==> src/rtl/spi_pkg.sv <==
// Shared SPI definitions: frame/timing defaults and the serialiser state encoding,
// common to the transmitter and the matching receiver.
package spi_pkg;

  localparam int DEF_DATAWIDTH = 8;
  localparam int DEF_CLKDIV    = 4;

  typedef enum logic [2:0] {
    ST_IDLE  = 3'd0,
    ST_SETUP = 3'd1,
    ST_HIGH  = 3'd2,
    ST_LOW   = 3'd3,
    ST_HOLD  = 3'd4,
    ST_GAP   = 3'd5
  } spi_state_e;

endpackage

==> src/rtl/spi_tx_master_if.sv <==
// Word handshake plus SPI pins of the transmitter; master = the transmitter,
// slave = the word producer / SPI receiver side.
interface spi_tx_master_if
  import spi_pkg::*;
#(
  parameter int DATAWIDTH = DEF_DATAWIDTH
);

  logic [DATAWIDTH-1:0] data_in;
  logic                 data_valid;
  logic                 ready;
  logic                 done;
  logic                 sclk;
  logic                 mosi;
  logic                 nsel;

  modport master (
    input  data_in, data_valid,
    output ready, done, sclk, mosi, nsel
  );

  modport slave (
    output data_in, data_valid,
    input  ready, done, sclk, mosi, nsel
  );

endinterface

==> src/rtl/spi_tick_gen.sv <==
// Phase timer: tick_o marks the last clk cycle of a CLKDIV-long phase;
// restart_i reloads it so the next phase starts on the following cycle.
module spi_tick_gen
  import spi_pkg::*;
#(
  parameter int CLKDIV = DEF_CLKDIV
) (
  input  logic clk,
  input  logic reset,
  input  logic restart_i,
  output logic tick_o
);

  localparam int CNT_W = $clog2(CLKDIV + 1);

  logic [CNT_W-1:0] cnt_q, cnt_d;

  always_comb begin
    cnt_d = cnt_q;
    if (restart_i) begin
      cnt_d = CNT_W'(CLKDIV - 1);
    end else if (cnt_q != '0) begin
      cnt_d = cnt_q - CNT_W'(1);
    end
  end

  always_ff @(posedge clk) begin
    if (reset) begin
      cnt_q <= '0;
    end else begin
      cnt_q <= cnt_d;
    end
  end

  assign tick_o = (cnt_q == '0);

endmodule

==> src/rtl/spi_tx_master.sv <==
// SPI mode-0 transmit master, MSB first: serialises one captured word per frame
// with chip-select framing and a done pulse; all pin outputs are registered.
module spi_tx_master
  import spi_pkg::*;
#(
  parameter int DATAWIDTH = DEF_DATAWIDTH,
  parameter int CLKDIV    = DEF_CLKDIV
) (
  input  logic              clk,
  input  logic              reset,
  spi_tx_master_if.master   bus
);

  localparam int BITS_W = $clog2(DATAWIDTH + 1);

  spi_state_e           state_q;
  logic [DATAWIDTH-1:0] sreg_q;
  logic [DATAWIDTH-1:0] sreg_shl;
  logic [BITS_W-1:0]    bits_q;
  logic                 ready_q, done_q, sclk_q, mosi_q, nsel_q;
  logic                 tick, restart;

  // Every state change reloads the phase timer, so each non-idle state is CLKDIV long.
  always_comb begin
    restart  = (state_q == ST_IDLE) ? bus.data_valid : tick;
    sreg_shl = sreg_q << 1;
  end

  spi_tick_gen #(.CLKDIV(CLKDIV)) u_tick (
    .clk       (clk),
    .reset     (reset),
    .restart_i (restart),
    .tick_o    (tick)
  );

  always_ff @(posedge clk) begin
    if (reset) begin
      state_q <= ST_IDLE;
      sreg_q  <= '0;
      bits_q  <= '0;
      ready_q <= 1'b1;
      done_q  <= 1'b0;
      sclk_q  <= 1'b0;
      mosi_q  <= 1'b0;
      nsel_q  <= 1'b1;
    end else begin
      done_q <= 1'b0;
      unique case (state_q)
        ST_IDLE: if (bus.data_valid) begin
          state_q <= ST_SETUP;
          sreg_q  <= bus.data_in;
          bits_q  <= BITS_W'(DATAWIDTH - 1);
          ready_q <= 1'b0;
          nsel_q  <= 1'b0;
          mosi_q  <= bus.data_in[DATAWIDTH-1];
        end
        ST_SETUP: if (tick) begin
          state_q <= ST_HIGH;
          sclk_q  <= 1'b1;
        end
        ST_HIGH: if (tick) begin
          sclk_q <= 1'b0;
          // bits_q counts bits still to send after the one on mosi now.
          if (bits_q != '0) begin
            state_q <= ST_LOW;
            sreg_q  <= sreg_shl;
            mosi_q  <= sreg_shl[DATAWIDTH-1];
            bits_q  <= bits_q - BITS_W'(1);
          end else begin
            state_q <= ST_HOLD;
          end
        end
        ST_LOW: if (tick) begin
          state_q <= ST_HIGH;
          sclk_q  <= 1'b1;
        end
        ST_HOLD: if (tick) begin
          state_q <= ST_GAP;
          nsel_q  <= 1'b1;
          mosi_q  <= 1'b0;
          done_q  <= 1'b1;
        end
        ST_GAP: if (tick) begin
          state_q <= ST_IDLE;
          ready_q <= 1'b1;
        end
        default: state_q <= ST_IDLE;
      endcase
    end
  end

  assign bus.ready = ready_q;
  assign bus.done  = done_q;
  assign bus.sclk  = sclk_q;
  assign bus.mosi  = mosi_q;
  assign bus.nsel  = nsel_q;

endmodule

==> src/flat_wrapper.sv <==
// flat-port wrapper written by rule: the top's interface ports become plain ports
module spi_tx_master_flat import spi_pkg::*;
#(
  parameter int DATAWIDTH = DEF_DATAWIDTH,
  parameter int CLKDIV    = DEF_CLKDIV
)
  (clk, reset, bus_data_in, bus_data_valid, bus_ready, bus_done, bus_sclk, bus_mosi, bus_nsel);
  spi_tx_master_if #(.DATAWIDTH(DATAWIDTH)) bus_i ();
  input  logic clk;
  input  logic reset;
  input wire logic [$bits(bus_i.data_in)-1:0] bus_data_in;
  input wire logic [$bits(bus_i.data_valid)-1:0] bus_data_valid;
  output wire logic [$bits(bus_i.ready)-1:0] bus_ready;
  output wire logic [$bits(bus_i.done)-1:0] bus_done;
  output wire logic [$bits(bus_i.sclk)-1:0] bus_sclk;
  output wire logic [$bits(bus_i.mosi)-1:0] bus_mosi;
  output wire logic [$bits(bus_i.nsel)-1:0] bus_nsel;
  assign bus_i.data_in = bus_data_in;
  assign bus_i.data_valid = bus_data_valid;
  assign bus_ready = bus_i.ready;
  assign bus_done = bus_i.done;
  assign bus_sclk = bus_i.sclk;
  assign bus_mosi = bus_i.mosi;
  assign bus_nsel = bus_i.nsel;
  spi_tx_master #(.DATAWIDTH(DATAWIDTH), .CLKDIV(CLKDIV)) u_core (.clk(clk), .reset(reset), .bus(bus_i));
endmodule
==> config.mk <==
export PLATFORM = sky130hd
export DESIGN_NAME = spi_tx_master_flat
export DESIGN_NICKNAME = d
export VERILOG_FILES = /design/src/rtl/spi_pkg.sv /design/src/rtl/spi_tx_master_if.sv /design/src/rtl/spi_tick_gen.sv /design/src/rtl/spi_tx_master.sv /design/src/flat_wrapper.sv
export SDC_FILE = /design/constraint.sdc
export NUM_CORES = 1
export LEC_CHECK = 0
export CORE_ASPECT_RATIO = 1.5
export CORE_MARGIN = 8
export CORE_UTILIZATION = 40
export CTS_CLUSTER_DIAMETER = 40
export DETAILED_ROUTE_END_ITERATION = 7
export GPL_TIMING_DRIVEN = 0
export PLACE_DENSITY = 0.66
export RECOVER_POWER = 25
export SLEW_MARGIN = 20
export SYNTH_ARGS = -nofsm -noshare
export SYNTH_HDL_FRONTEND = slang
export SYNTH_HIERARCHICAL = 1
export SYNTH_SLANG_ARGS = --single-unit
==> constraint.sdc <==
create_clock -name clk -period 1.9 [get_ports clk]
set_clock_uncertainty 0.15 [all_clocks]
set_input_delay 0.57 -clock clk [delete_from_list [all_inputs] [get_ports clk]]
set_output_delay 0.57 -clock clk [all_outputs]
set_load 0.02 [all_outputs]
# After elaboration in Yosys (flattened, before gate mapping)
# Cells that the tools add are included.
word_totals:
  reg_bits: 22
  input_bits: 11
  out_inout_bits: 5
op_classes:
  add_sub_neg: 2
  n_eq_ne: 11
  n_mux: 29
  bitwise: 1
  n_reduce_logical: 19
ops:
  columns: ["operator", "n"]
  rows:
  - ["7-bit 2-to-1 mux", 3]
  - ["3-bit 2-to-1 mux", 6]
  - ["3-bit case mux with 5 select lines", 1]
  - ["7-bit case mux with 2 select lines", 1]
  - ["4-bit 2-to-1 mux", 3]
  - ["2-bit by 1-bit != test with 1-bit output, second input constant", 5]
  - ["5-bit AND reduction", 2]
  - ["2-bit nonzero test", 5]
  - ["3-bit AND reduction", 3]
  - ["1-bit 2-to-1 mux", 8]
  - ["4-bit case mux with 2 select lines", 1]
  - ["3-bit by 2-bit equality test with 1-bit output, second input constant", 2]
  - ["3-bit equality test, second input constant", 2]
  - ["3-bit logical NOT", 2]
  - ["1-bit case mux with 2 select lines", 3]
  - ["3-bit nonzero test", 2]
  - ["2-bit OR reduction", 3]
  - ["2-bit 2-to-1 mux", 2]
  - ["4-bit AND reduction", 1]
  - ["4-bit nonzero test", 1]
  - ["4-bit by 1-bit subtractor with 4-bit output, second input constant", 1]
  - ["3-bit by 1-bit equality test with 1-bit output, second input constant", 1]
  - ["1-bit case mux with 3 select lines", 1]
  - ["3-bit by 1-bit subtractor with 3-bit output, second input constant", 1]
  - ["2 further kinds", 2]

# Logic depth before layout (Yosys ltp)
# Gate-level depths: netlist of the first run.
logic_depth:
  depth_word: 4
  depth_mapped: 10

# Modules after synthesis
# The synthesis of the first run kept the hierarchy.
by_module_without_submodules:
  columns: ["mod", "n_inst", "cells_each", "area_per_inst_um2", "seq_area_each_um2"]
  rows:
  - ["spi_tx_master", 1, 105, 935.9, 380.4]
  - ["spi_tick_gen", 1, 18, 175.2, 60.1]

# Worst setup path before layout of the first run
# No wires, ideal clock.
synth_path:
  kind: "register to register"
  from: "register u_core.u_tick.cnt_q[0]"
  to: "register u_core.u_tick.cnt_q[1]"
  t_arrival_ns: 1.738
  t_required_ns: 1.659
  setup_slack_ns: -0.079
  path_stages_with_launch: 10
  path_buffers: 1
  synth_period_minus_slack_ns: 1.979
  cell_sequence: "dfxtp_1 -> inv_1 -> ha_1 -> nand2b_1 -> inv_1 -> clkbuf_1 -> inv_1 -> o21ai_0 -> nor4b_1 -> a311oi_1"
synth_between:
  elab_chain_len: 3
  word_cells_on_any_way: 7
  cone_classes: "add/sub (1); mux (3); reduce/logical (3)"
synth_lines:
  columns: ["item", "line", "text"]
  rows:
  - ["from (decl)", "spi_tick_gen.sv:16", "logic [CNT_W-1:0] cnt_q, cnt_d;"]
  - ["from (signal assigned)", "spi_tick_gen.sv:31", "cnt_q <= cnt_d;"]
  - ["3-bit logical NOT (*)", "spi_tick_gen.sv:35", "assign tick_o = (cnt_q == '0);"]
  - ["via u_core.tick", "spi_tx_master.sv:21", "logic tick, restart;"]
  - ["1-bit 2-to-1 mux (*)", "spi_tx_master.sv:25", "restart = (state_q == ST_IDLE) ? bus.data_valid : tick;"]
  - ["via u_core.restart", "spi_tx_master.sv:21", null]
  - ["2-bit 2-to-1 mux or 2-bit nonzero test (tied branches)", null, null]
# The timed path passes the listed nets; every way through them passes the cells marked *. The select of a mux whose other input is x is not followed.
# A chain may end at the register's enable or synchronous reset.

# Worst setup path in the final report of the first run
layout_path:
  from: "input bus_data_valid"
  to: "register u_core.bits_q[0]"
layout_between:
  elab_chain_len: 2
layout_lines:
  columns: ["item", "line", "text"]
  rows:
  - ["from (decl)", "flat_wrapper.sv:12", "input wire logic [$bits(bus_i.data_valid)-1:0] bus_data_valid;"]
  - ["2-bit != test (no line)", null, null]
  - ["4-bit AND reduction (no line)", null, null]
  - ["to (signal assigned)", "spi_tx_master.sv:52", "bits_q <= BITS_W'(DATAWIDTH - 1);"]
  - ["to (signal assigned)", "spi_tx_master.sv:68", "bits_q <= bits_q - BITS_W'(1);"]
  - ["to (decl)", "spi_tx_master.sv:19", "logic [BITS_W-1:0] bits_q;"]
# Every way passes these cells.

==> reports/results.ini, run 1 <==
[outcome]
status=finished, final reports clean

[critical_path]
critPathMaxFanout=6
crit_path_end_kind=flop
regToRegStartpoint=u_core/u_tick/cnt_q[0]
path_class=input pin to flop
start_kind=input pin
regToRegSetupSlack_ns=0.12
reg2reg_to=u_core/bits_q[0]
arrival_ns=1.84
critPathRequiredTime_ns=1.90
reg2reg_depth=9

[floorplan]
die_area_mm2=0.004755
core_area_mm2=0.002648
pin_count=16
fp.dieH_um=80.55
die-width_um=59.03
num_rows=23
start_util_pct=41.97

[timing]
fmaxAchievable_mhz=544.1
hold_viol=0
holdWs_ns=0.2885
final.min_clock_period_ns=1.838
worst_pin_slew_ns=0.4378
fin_crit_sh_pct=96.72
slew_violations=0
setup_viol=0
rsz0062_at_grt=no
maxSlewHeadroom_pct=70.82

[route]
initialDrtViolationCount=30
first_pass_iters=4
via_per_inst=5.433
antenna_left=0
finalWirelength_mm=2.683
vias=1016
wl_per_cell_um=14.35
drc=0

[clock_tree]
numCtsBuffers=3
cts.clk_slew.worst_paths_ns=0.08
cts_max_path_buffers=2
clock-root-buffer=clkbuf_8
clock_latency_ns=0.26
cts_tree=yes
htreeDepth=1
cts.sinks=22

[yosys]
synth-seq-cells=22
ys_seq_area_share_pct=39.64
avgSynthCellArea_um2=9.033
synth_edf_count=0
synth_cells=123
yosys_warnings=6
ys_top_cells_by_count=dfxtp_1, nor2_1, a211oi_1, inv_1
synth_nets=137
ys_top_cells_by_area=dfxtp_1, mux2i_1, a211oi_1
ys.flop_type=dfxtp_1
yosysMostFrequentCell=dfxtp_1
synth_area_leader_cell=dfxtp_1
synthDistinctLibCells=39
synth_top_area_share_pct=39.64
syn-cell-area_mm2=0.001111
async_flop_share_pct=0

[hold_path]
hold_path_depth=2
min_to=u_core/bus.ready
hold_start=u_core/bus.ready
holdCritPathClass=flop to flop

[layout]
antennaDiodeCount=0
syn_to_final_growth_pct=33.67
drive_above_1_share_pct=23.33
design_area_mm2=0.001485
nets=165

[power_and_ir_drop]
ir_drop_uv=744.6
p_per_area_mw_per_mm2=1354
p_leak_nw=0.5680

[global_route]
grt_start_max_net_pins=13
overflow=0
first_global_vias=1015
grt_antenna_before_repair=0
gr-usage-all-layers_pct=12.17
grt_pass1_wl_mm=4.595

[job]
maxCapViolCount=0

[place]
io_buffer_count=15
globalplace.congestion=0.7243
placed_area_mm2=0.001309
hpwl_mm=1.879

cell type report:
| type | count | area [um2] |
|---|---|---|
| inverter | 8 | 30.03 |
| clock buffer | 4 | 55.05 |
| tap | 37 | 46.29 |
| timing repair buffer | 24 | 211.5 |
| buffer | 7 | 38.79 |
| fill | 250 | 1162 |
| multi-input combinational | 85 | 661.9 |
| sequential | 22 | 441.7 |
where the power goes:
group          internal (mW)  switching [mW]
sequential             0.584          0.0968
combinational          0.476           0.516
clock                  0.185           0.154
logic make-up (layout without fill, tap and decap cells):
kind of cell               after synthesis  in the layout  synth area share, %
adders and majority gates                3              3                3.379
buffers and inverters                   17             43                6.643
muxes                                    6              6                5.406
DFF                                     22             22                39.64
AOI/OAI and AO/OA                       31             32                22.07
and+or+nand+nor                         44             44                22.86
worst max-delay path: stages:
cell	delay (ns)
dlygate4sd2_1	0.24
or4b_4	0.54
o21ai_4	0.14
buf_4	0.16
and3_1	0.15
a211oi_1	0.05
what timing repair did:
action | CTS | global route
gates cloned | 2 | 0
endpoints found under the setup margin | 25 | 13
pin swaps | 3 | 3
buffers inserted | 3 | 5
gates resized for setup | 20 | 8
hold buffers | 0 | 0
registers in the layout (all words and copies together) (netlist names):
name	count
u_core/bits_q	4
u_core/bus.done	1
u_core/bus.mosi	1
u_core/bus.nsel	1
u_core/bus.ready	1
u_core/bus.sclk	1
u_core/sreg_q	7
u_core/state_q	3
u_core/u_tick/cnt_q	3
cell usage in the layout, fill, tap and decap left out, types with 2 or more instances in the layout:
cell and count:
dfxtp_1 21, nor2_1 12, clkdlybuf4s50_1 9, a211oi_1 8, buf_4 7, dlygate4sd2_1 6, nor3_1 6, a21oi_1 6
nand2_1 6, mux2i_1 6, inv_1 5, clkbuf_8 4, clkbuf_2 3, a22oi_1 3, nor4b_1 3, nor2b_1 3
inv_2 3, buf_2 2, o21ai_2 2, nor3b_1 2, buf_6 2, nand2b_1 2, clkbuf_1 2, a311oi_1 2
a211oi_2 2, nand3b_1 2, ha_1 2
stage by stage:
| stage | util [%] | setup TNS (ns) | power (mW) | setup slack, ns | instances |
|---|---|---|---|---|---|
| 4_1_cts | 54.73 | 0 | 1.947 | 0.003926 | 184 |
| 5_1_grt | 56.10 | 0 | 2.157 | 0.005976 | 187 |
| 3_5_place_dp | 49.43 | -10.23 | 1.460 | -0.6035 | 175 |
| 2_1_floorplan | - | 0 | 1.250 | 0.001485 | 123 |
| 3_3_place_gp | 49.43 | -9.973 | 1.430 | -0.5788 | 175 |
| 6_report | 56.10 | 0 | 2.011 | 0.06226 | 187 |
metal layers:
metal	vias to the layer above	track usage (%)	wire length, um
met5	-	0	0
met4	0	4.567	27
met3	3	3.035	123
met2	25	21.82	1453
met1	479	13.18	1078
li1	509	-	-
worst max path at each step:
stage	from	endpoint	slack, ns	depth (start not counted)
final	bus_data_valid	u_core/bits_q[0]	0.06	6
after global routing	u_core/u_tick/cnt_q[0]	u_core/bus.mosi	0.006	9
after CTS	u_core/u_tick/cnt_q[1]	u_core/sreg_q[5]	0.004	10
after detailed placement	bus_data_valid	u_core/u_tick/cnt_q[1]	-0.60	6
after global placement	bus_data_valid	u_core/u_tick/cnt_q[1]	-0.58	6
after floorplan	u_core/u_tick/cnt_q[0]	u_core/bits_q[3]	0.001	9
Note: power is estimated with default switching activity, not from simulation.
==> inputs of run 2 (changes only) <==
HOLD_SLACK_MARGIN = 0.08   (was default)
PLACE_DENSITY = 0.69   (was 0.66)
==> reports/results.ini, run 2 (synthesis results as in run 1) <==
[outcome]
status=finished, final reports clean  ; unchanged

[power_and_ir_drop]
seq_power_share_pct=32.2  ; was 33.8%
p_total_mw=2.130  ; was 2.011 mW
ir_drop_uv=740.1  ; was 744.6 uV
sw_frac_of_total_pct=37.97  ; was 38.14%
clkPwrFrac_pct=15.8  ; was 16.8%
p_int_mw=1.321  ; was 1.244 mW
switchingPower_mw=0.8088  ; was 0.7671 mW
p_leak_nw=0.5868  ; was 0.5680 nW
p_per_area_mw_per_mm2=1394  ; was 1354 mW/mm2
pwr-share-comb_pct=51.9  ; was 49.3%

[critical_path]
path_delay_family=simple AND/OR/NAND/NOR gates  ; unchanged
critPathSlowestCell=or4b_4  ; unchanged
crit_path_end_kind=flop  ; unchanged
start_kind=input pin  ; unchanged
arrival_ns=1.88  ; was 1.84 ns
critPathRequiredTime_ns=1.91  ; was 1.90 ns
regToRegStartpoint=u_core/u_tick/cnt_q[0]  ; unchanged
critPathMaxStageDelay_ns=0.46  ; was 0.54 ns
cp_num_buf_inv=2  ; unchanged
critPathMaxFanout=6  ; unchanged
path_class=input pin to flop  ; unchanged
startpoint=bus_data_valid  ; unchanged
path_cells=dlygate4sd2_1 -> or4b_4 -> buf_6 -> o21ai_2 -> nor4b_2 -> a311oi_1  ; was dlygate4sd2_1 -> or4b_4 -> o21ai_4 -> buf_4 -> and3_1 -> a211oi_1

[place]
io_buffer_count=15  ; unchanged
globalplace.congestion=0.7187  ; was 0.7243
dp.cells=175  ; unchanged
hpwl_mm=1.877  ; was 1.879 mm

[hold_path]
holdCritPathClass=flop to flop  ; unchanged
hold_start=u_core/bus.ready  ; unchanged

[clock_tree]
clock_latency_ns=0.26  ; about the same
numCtsBuffers=3  ; unchanged
cts_tree=yes  ; unchanged
cts_max_path_buffers=2  ; unchanged
htreeDepth=1  ; unchanged
ctsHoldBuffers=0  ; unchanged
clock-root-buffer=clkbuf_8  ; unchanged
cts.sinks=22  ; unchanged
cts.clk_slew.worst_paths_ns=0.08  ; about the same

[layout]
largest_reg_flops=7  ; unchanged
final_cells=190  ; was 187
largest_register=u_core/sreg_q  ; unchanged
final_core_util_pct=57.70  ; was 56.10%
nets=168  ; was 165
final_common_cell=dfxtp_1  ; unchanged
fill_cells=256  ; was 250
syn_to_final_growth_pct=37.50  ; was 33.67%
antennaDiodeCount=0  ; unchanged
drive_above_1_share_pct=26.80  ; was 23.33%
final_cell_mix=dfxtp_1, nor2_1, clkdlybuf4s50_1, buf_4, a211oi_1  ; was dfxtp_1, nor2_1, clkdlybuf4s50_1
reg.largest.list=u_core/sreg_q: 7 flops, u_core/bits_q: 4 flops  ; unchanged

[global_route]
first_global_vias=1055  ; was 1015
gr-usage-all-layers_pct=12.23  ; was 12.17%
grt_start_max_net_pins=13  ; unchanged
grt_antenna_before_repair=0  ; unchanged
overflow=0  ; unchanged
grt_pass1_wl_mm=4.643  ; was 4.595 mm

[timing]
fmaxAchievable_mhz=537.0  ; was 544.1 MHz
hold_viol=0  ; unchanged
rsz0062_at_grt=yes  ; was no
setup_viol=0  ; unchanged
fin_crit_sh_pct=98.01  ; was 96.72%
maxSlewHeadroom_pct=72.74  ; was 70.82%
worst_pin_slew_ns=0.4089  ; was 0.4378 ns
setup_tns_ns=0  ; unchanged
slew_violations=0  ; unchanged
final.min_clock_period_ns=1.862  ; was 1.838 ns

[route]
via_per_inst=5.442  ; was 5.433
initialDrtViolationCount=13  ; was 30
drc=0  ; unchanged
finalWirelength_mm=2.793  ; was 2.683 mm
first_pass_iters=4  ; unchanged
wl_per_cell_um=14.70  ; was 14.35 um
vias=1034  ; was 1016
antenna_left=0  ; unchanged

[floorplan]
die_area_mm2=0.004755  ; unchanged
fp.dieH_um=80.55  ; unchanged
start_util_pct=41.97  ; unchanged
num_rows=23  ; unchanged
die-width_um=59.03  ; unchanged
pin_count=16  ; unchanged
core_area_mm2=0.002648  ; unchanged

[job]
maxCapViolCount=0  ; unchanged

==> run 2: timing repair <==
item                                   4_1_cts  5_1_grt
setup endpoints to repair                   25       13
resized for setup                           22       10
setup buffers                                2        7
endpoints found under the hold margin        0        0
gates cloned                                 2        0
pin swaps                                    2        3
==> run 2: layout make-up <==
class | instances | area [um2] | share of cell area (%)
Clock buffer | 4 | 55.05 | 3.604
Sequential cell | 22 | 442.9 | 28.99
Inverter | 8 | 32.53 | 2.129
Timing Repair Buffer | 25 | 215.2 | 14.09
Multi-Input combinational cell | 85 | 670.6 | 43.90
Buffer | 9 | 65.06 | 4.259
Tap cell | 37 | 46.29 | 3.030
==> run 2: worst register-to-register path: stages (launching register included) <==
cell	delay, ns
dfxtp_2	0.33
inv_2	0.08
ha_4	0.17
nand2b_4	0.07
inv_4	0.06
buf_8	0.11
nand4bb_4	0.15
o21ai_4	0.28
buf_2	0.22
a21oi_1	0.08
nor2_1	0.09
==> run 2: worst paths after layout <==
check / endpoint / slack, ns / depth (start not counted)
worst max-delay path: u_core/u_tick/cnt_q[1] / 0.04 / 6
worst min-delay path: u_core/bus.ready / 0.29 / 2
worst max register to register: u_core/bits_q[2] / 0.08 / 10
worst min register to register: u_core/bus.ready / 0.29 / 2
==> run 2: layer usage <==
| metal | vias to the layer above | routed length (um) | GRT usage [%] |
|---|---|---|---|
| li1 | 507 | - | - |
| met4 | 0 | 25 | 5.769 |
| met1 | 508 | 1146 | 12.52 |
| met5 | - | 0 | 0 |
| met3 | 2 | 93 | 2.556 |
| met2 | 17 | 1528 | 22.59 |
==> run 2: stage by stage <==
stage | setup slack (ns) | cell area [um2] | hold WS (ns)
5_1_grt | -0.03784 | 1528 | 0.3336
6_report | 0.03790 | 1528 | 0.2905
3_3_place_gp | -0.5791 | 1309 | 0.2786
2_1_floorplan | 0.001485 | 1112 | 0.3141
4_1_cts | 0.03210 | 1451 | 0.2981
3_5_place_dp | -0.5809 | 1309 | 0.2891
==> run 2: power groups by stage <==
stage	Sequential [mW]	Combinational, mW	Clock, mW
after floorplan	0.681	0.569	0
after global placement	0.669	0.756	0
after detailed placement	0.675	0.792	0
after CTS	0.675	0.928	0.348
after global routing	0.702	1.20	0.363
final	0.686	1.11	0.337
==> inputs of run 3 (changes only) <==
CTS_CLUSTER_DIAMETER = 50   (was 40)
CTS_CLUSTER_SIZE = 16   (was default)
==> results of run 3 <==
No change in the layout: final DEF, timing and power equal those of run 2.
